[src/rtl/ncc_sched.sv]
// ncc_sched: loads one descriptor into ncc, walks the SEARCH_W x SEARCH_W window grid, reports the best hit.
// Beats land on the engine one cycle after acceptance; the source stalls on desc_ready, the window buffer via win_ack.
module ncc_sched #(
  parameter int DESC_BEATS = 64,
  parameter int SEARCH_W   = 17,
  parameter int TIMEOUT    = 1023
) (
  input  logic        clk,
  input  logic        rst_n,
  input  logic        start,
  output logic        busy,
  output logic        done,
  output logic        error,
  input  logic        desc_valid,
  input  logic [31:0] desc_data,
  output logic        desc_ready,
  output logic        ncc_clr,
  output logic        ncc_desc_data_ready,
  output logic [31:0] ncc_desc_in,
  input  logic        ncc_done_desc,
  output logic        win_req,
  output logic [4:0]  win_x,
  output logic [4:0]  win_y,
  input  logic        win_ack,
  output logic        ncc_window_data_ready,
  input  logic        ncc_done_window,
  input  logic [31:0] ncc_best_ncc,
  input  logic [8:0]  ncc_best_idx,
  output logic [31:0] result_ncc,
  output logic [8:0]  result_idx,
  output logic [4:0]  result_x,
  output logic [4:0]  result_y
);

  localparam int BW = (DESC_BEATS > 1) ? $clog2(DESC_BEATS) : 1;
  localparam int TW = $clog2(TIMEOUT + 1);
  localparam logic [BW-1:0] LAST_BEAT = BW'(DESC_BEATS - 1);
  localparam logic [8:0]    LAST_WIN  = 9'(SEARCH_W * SEARCH_W - 1);
  localparam logic [4:0]    LAST_X    = 5'(SEARCH_W - 1);
  localparam logic [8:0]    STEP      = 9'(SEARCH_W);
  localparam logic [TW-1:0] TMO_LAST  = TW'(TIMEOUT - 1);

  typedef enum logic [2:0] {
    IDLE, LOAD_DESC, WAIT_DESC, FETCH_WIN, FIRE, WAIT_NCC, CONVERT, DONE
  } state_t;

  state_t        state, state_nxt;
  logic [BW-1:0] beat_cnt;
  logic [8:0]    win_cnt;
  logic [TW-1:0] tmo_cnt;
  logic [8:0]    rem;
  logic [4:0]    quo;
  logic          tmo_hit;

  // The counter starts at 1 on entry so it counts the cycle that launched the wait.
  assign tmo_hit = (tmo_cnt == TMO_LAST);

  always_ff @(posedge clk or negedge rst_n) begin
    if (!rst_n) state <= IDLE;
    else        state <= state_nxt;
  end

  always_comb begin
    state_nxt = state;
    case (state)
      IDLE:      if (start) state_nxt = LOAD_DESC;
      LOAD_DESC: if (desc_valid && beat_cnt == LAST_BEAT) state_nxt = WAIT_DESC;
      WAIT_DESC: begin
        if (ncc_done_desc) state_nxt = FETCH_WIN;
        else if (tmo_hit)  state_nxt = DONE;
      end
      FETCH_WIN: if (win_ack) state_nxt = FIRE;
      FIRE:      state_nxt = WAIT_NCC;
      WAIT_NCC: begin
        if (ncc_done_window) state_nxt = (win_cnt == LAST_WIN) ? CONVERT : FETCH_WIN;
        else if (tmo_hit)    state_nxt = DONE;
      end
      CONVERT:   if (rem < STEP) state_nxt = DONE;
      DONE:      state_nxt = IDLE;
      default:   state_nxt = IDLE;
    endcase
  end

  always_comb begin
    busy                  = (state != IDLE);
    desc_ready            = (state == LOAD_DESC);
    win_req               = (state == FETCH_WIN);
    ncc_window_data_ready = (state == FIRE);
    done                  = (state == DONE);
  end

  always_ff @(posedge clk or negedge rst_n) begin
    if (!rst_n) begin
      error               <= 1'b0;
      ncc_clr             <= 1'b0;
      ncc_desc_data_ready <= 1'b0;
      ncc_desc_in         <= '0;
      win_x               <= '0;
      win_y               <= '0;
      result_ncc          <= '0;
      result_idx          <= '0;
      result_x            <= '0;
      result_y            <= '0;
      beat_cnt            <= '0;
      win_cnt             <= '0;
      tmo_cnt             <= '0;
      rem                 <= '0;
      quo                 <= '0;
    end else begin
      ncc_clr             <= 1'b0;
      ncc_desc_data_ready <= 1'b0;

      if (state_nxt != state)
        tmo_cnt <= TW'(1);
      else if (state == WAIT_DESC || state == WAIT_NCC)
        tmo_cnt <= tmo_cnt + 1'b1;

      case (state)
        IDLE: begin
          if (start) begin
            ncc_clr    <= 1'b1;
            error      <= 1'b0;
            beat_cnt   <= '0;
            win_cnt    <= '0;
            win_x      <= '0;
            win_y      <= '0;
            result_ncc <= '0;
            result_idx <= '0;
            result_x   <= '0;
            result_y   <= '0;
          end
        end
        LOAD_DESC: begin
          if (desc_valid) begin
            ncc_desc_in         <= desc_data;
            ncc_desc_data_ready <= 1'b1;
            beat_cnt            <= beat_cnt + 1'b1;
          end
        end
        WAIT_DESC: begin
          if (!ncc_done_desc && tmo_hit) error <= 1'b1;
        end
        WAIT_NCC: begin
          if (ncc_done_window) begin
            if (win_cnt == LAST_WIN) begin
              result_ncc <= ncc_best_ncc;
              result_idx <= ncc_best_idx;
              rem        <= ncc_best_idx;
              quo        <= '0;
            end else begin
              win_cnt <= win_cnt + 1'b1;
              if (win_x == LAST_X) begin
                win_x <= '0;
                win_y <= win_y + 1'b1;
              end else begin
                win_x <= win_x + 1'b1;
              end
            end
          end else if (tmo_hit) begin
            error <= 1'b1;
          end
        end
        CONVERT: begin
          // One subtraction per cycle; the remainder is the column once it drops below a row.
          if (rem >= STEP) begin
            rem <= rem - STEP;
            quo <= quo + 1'b1;
          end else begin
            result_x <= rem[4:0];
            result_y <= quo;
          end
        end
        default: ;
      endcase
    end
  end

endmodule
[config.mk]
export PLATFORM = sky130hd
export DESIGN_NAME = ncc_sched
export DESIGN_NICKNAME = d
export VERILOG_FILES = /design/src/rtl/ncc_sched.sv
export SDC_FILE = /design/constraint.sdc
export NUM_CORES = 1
export LEC_CHECK = 0
export ABC_AREA = 1
export BUFFER_PORTS_ARGS = -buffer_cell sky130_fd_sc_hd__buf_4
export CAP_MARGIN = 30
export CELL_PAD_IN_SITES_DETAIL_PLACEMENT = 0
export CELL_PAD_IN_SITES_GLOBAL_PLACEMENT = 1
export CORE_MARGIN = 2
export CORE_UTILIZATION = 35
export CTS_CLUSTER_SIZE = 24
export DETAILED_ROUTE_END_ITERATION = 16
export PLACE_DENSITY_LB_ADDON = 0.1
export REMOVE_ABC_BUFFERS = 1
export SYNTH_ARGS = -nofsm -noshare
export SYNTH_HDL_FRONTEND = slang
export SYNTH_SLANG_ARGS = --single-unit
[constraint.sdc]
create_clock -name clk -period 1.5 [get_ports clk]
set_input_delay 0.075 -clock clk [delete_from_list [all_inputs] [get_ports clk]]
set_output_delay 0.075 -clock clk [all_outputs]
set_load 0.005 [all_outputs]
==> flow_summary.json <==
{
  "crit_fanout": 9,
  "hold_depth": 4,
  "synth-compound-area-share": 0.08834,
  "ys_warn_count": 0,
  "die_area_um2": 19470,
  "die_height_um": 139.5,
  "rows": 49,
  "rsz0062_at_grt": "yes",
  "n_fill_cell": 1375,
  "synth_top_family_by_area": "simple AND/OR/NAND/NOR gates",
  "multi_input_area_um2": 3646,
  "maxSlewViolCount": 0,
  "vias": 6792,
  "clk_path_buf_depth": 2,
  "initial_utilization": 0.3567,
  "ys.flop_type": "dfrtp_1",
  "synth_fa_ha_area_frac": 0.02140,
  "cp.required_ns": 1.85,
  "ff_latch_area_um2": 3457,
  "antenna_cells": 0,
  "die_w_um": 139.5,
  "drt_iter0_markers": 271,
  "finalHoldWorstSlack_ns": 0.02634,
  "hpwl_um": 13270,
  "drt_drc_violations_left": 0,
  "io_buffers": 180,
  "status": "finished, violations left",
  "dr.pass1.iters": 4,
  "h-tree-depth": 4,
  "cap_viol_max_count": 0,
  "cts_tree": "built",
  "yosys_register_bits": 138,
  "nNetsFinal": 1257,
  "worst_pin_slew_ns": 0.3814,
  "synth_cell_types": 40,
  "p_leak_uw": 0.006256,
  "worstSetupEndpointType": "flip-flop",
  "cts_root_buf": "clkbuf_16",
  "clk_latency_ns": 0.42,
  "viasPerCell": 4.827,
  "synth.mux.area_fraction": 0,
  "num_io_pins": 181,
  "critPathLaunchType": "flip-flop",
  "gp_congestion": 0.8205,
  "grt_overflow_total": 0,
  "synthesis.area_um2": 6430,
  "failed_checks": "setup timing",
  "fp.coreArea_um2": 18020,
  "arrival_ns": 2.15,
  "numClockSinks": 138,
  "grt_usage": 0.2252,
  "grt_pass1_wl_um": 35280,
  "max_freq_mhz": 556.9,
  "worst_r2r_path_depth": 10,
  "synthArstFlopShare": 1.000,
  "avgSynthCellArea_um2": 8.528,
  "finalSetupViolations": 135,
  "synth_edf_count": 0,
  "layout_worst_path_cycle_share": 1.197,
  "area_growth_pct": 91.42,
  "fin_util": 0.6828,
  "finalPower_uw": 21780,
  "grt_pass1_vias": 7043,
  "final_hold_viol_count": 0,
  "worstSetupPathType": "flip-flop to flip-flop",
  "yosysSeqAreaShare": 0.5371,
  "yosys.area_share.simple": 0.2678,
  "grt_max_degree": 42,
  "hold_path_class": "primary input to flip-flop",
  "drt_wl_total_um": 23450,
  "fin_crit_ns": 1.796,
  "cts_buffers": 17,
  "powerDensity_nw_per_um2": 1770,
  "antenna_found_initial": 0,
  "min_from": "start",
  "wl_per_cell_um": 16.66,
  "reg2reg_from": "state[0]",
  "worst_slew_margin_rel": 0.7457,
  "final.setup_skew_ns": 0.008472,
  "antenna_left": 0,
  "setup_ws_ns": -0.2958,
  "layout-drive-gt1-share": 0.5399,
  "synth_top_area_frac": 0.5371,
  "r2r-end": "tmo_cnt[8]",
  "clk_pin_slew_ns": 0.06,
  "r2r_slack_ns": -0.30,
  "ir_worst_vdd_v": 0.0009958,
  "synthTopCellsByArea": "dfrtp_1, nand2_1, o21ai_0",
  "synth_xor_area_frac": 0.03113,
  "min_to": "win_cnt[3]",
  "synthCells": 754,
  "yosys.area.top_type": "dfrtp_1"
}
## report_power, final
group / switching [uW] / total [uW] / internal [uW] / leakage (uW)
logic: 5990 / 11900 / 5950 / 0.00412
registers: 653 / 5180 / 4530 / 0.00183
clock network: 1690 / 4660 / 2970 / 0.000305
## worst max-delay path by stage
stage                       end  slack, ns        from  depth (start not counted)
floorplan                rem[3]      -1.32  win_cnt[0]                         11
global placement     tmo_cnt[3]      -0.27    state[0]                         10
detailed placement       rem[3]      -0.34  win_cnt[0]                          9
CTS                 beat_cnt[5]      -0.24    state[0]                          9
global route         tmo_cnt[6]      -0.38    state[2]                          9
finish               tmo_cnt[8]      -0.30    state[0]                         10
## logic make-up (layout without fill, tap and decap cells)
group | after synthesis | after routing
buffers and inverters | 84 | 508
XOR/XNOR | 22 | 22
AND/OR/NAND/NOR | 394 | 394
flip-flops | 138 | 138
adder cells (fa/ha/maj) | 11 | 11
AO/OA/AOI/OAI | 105 | 105
## metrics by stage
| step | instances | setup TNS (ns) | instance area (um^2) | setup WS, ns |
|---|---|---|---|---|
| finish | 1407 | -24.15 | 12310 | -0.2958 |
| global route | 1407 | -35.66 | 12310 | -0.3794 |
| CTS | 1385 | -22.09 | 11230 | -0.2351 |
| detailed placement | 1246 | -27.30 | 8851 | -0.3429 |
| global placement | 1246 | -23.14 | 8851 | -0.2723 |
| floorplan | 729 | -71.96 | 6305 | -1.324 |
## synth_stat cells (all sizes together) (2+ instances only)
cell type  number
o21a            3
and3            2
xnor2           2
clkinv          2
nor2           44
dfrtp         138
ha             11
o31ai           6
nand3          35
xor2           20
inv            57
nand4          12
nor3           12
o21ai          75
clkbuf          8
buf            17
nand2         286
a21oi          16
## critical path: stages (launching register included)
cell	delay, ns
dfrtp_2	0.46
inv_4	0.11
nand2_2	0.08
nor2_4	0.21
buf_6	0.14
nand4_1	0.16
nand3_2	0.14
nand3_1	0.13
nand2_4	0.12
nand2_8	0.09
nor2_2	0.09
## sequential cells by signal (all words and copies together) (netlist names)
name	cells
ncc_desc_in	32
state	3
win_y	5
ncc_clr	1
error	1
win_x	5
result_idx	9
ncc_desc_data_ready	1
result_x	5
result_ncc	32
rem	9
tmo_cnt	10
quo	5
win_cnt	9
result_y	5
beat_cnt	6
## final cells by class
cell class,count,share of cell area
sequential,138,0.2809
multi-input combinational,532,0.2962
clock inverter,9,0.01301
timing repair buffer,418,0.3260
tap,229,0.02328
inverter,59,0.02125
clock buffer,22,0.03934
## routing by layer
layer  vias to the layer above  wire, um  global-route usage
met5                         -         0                   0
met4                         0       312             0.06579
met3                        24      1410             0.05540
met2                       185     11880              0.3821
met1                      3326      9842              0.2871
li1                       3257         -                   -
## cells in the final DEF, fill, tap and decap left out, types with 7 or more instances in the layout
cell           instances
xor2_1                19
inv_2                 10
nor2_1                23
buf_16                10
nand2_4               43
nor3_1                 7
o21ai_0               15
o21ai_2               25
a21oi_2               11
o21ai_1               33
nand2_1              132
buf_6                 25
nand3_1               24
nand4_1               12
nand2_2              106
nand3_2                8
clkbuf_16             24
ha_1                   9
buf_4                275
buf_12                18
dlygate4sd3_1         78
inv_1                 41
nor2_2                17
dfrtp_1              135
## what timing repair did
| item | CTS | global route |
|---|---|---|
| setup endpoints to repair | 137 | 139 |
| pin swaps | 35 | 72 |
| buffers inserted | 17 | 22 |
| gates resized for setup | 146 | 263 |
| hold endpoints to repair | 218 | 1 |
| hold buffers | 77 | 1 |
| gates cloned | 14 | 8 |
Power figures use the tool's default switching activity.
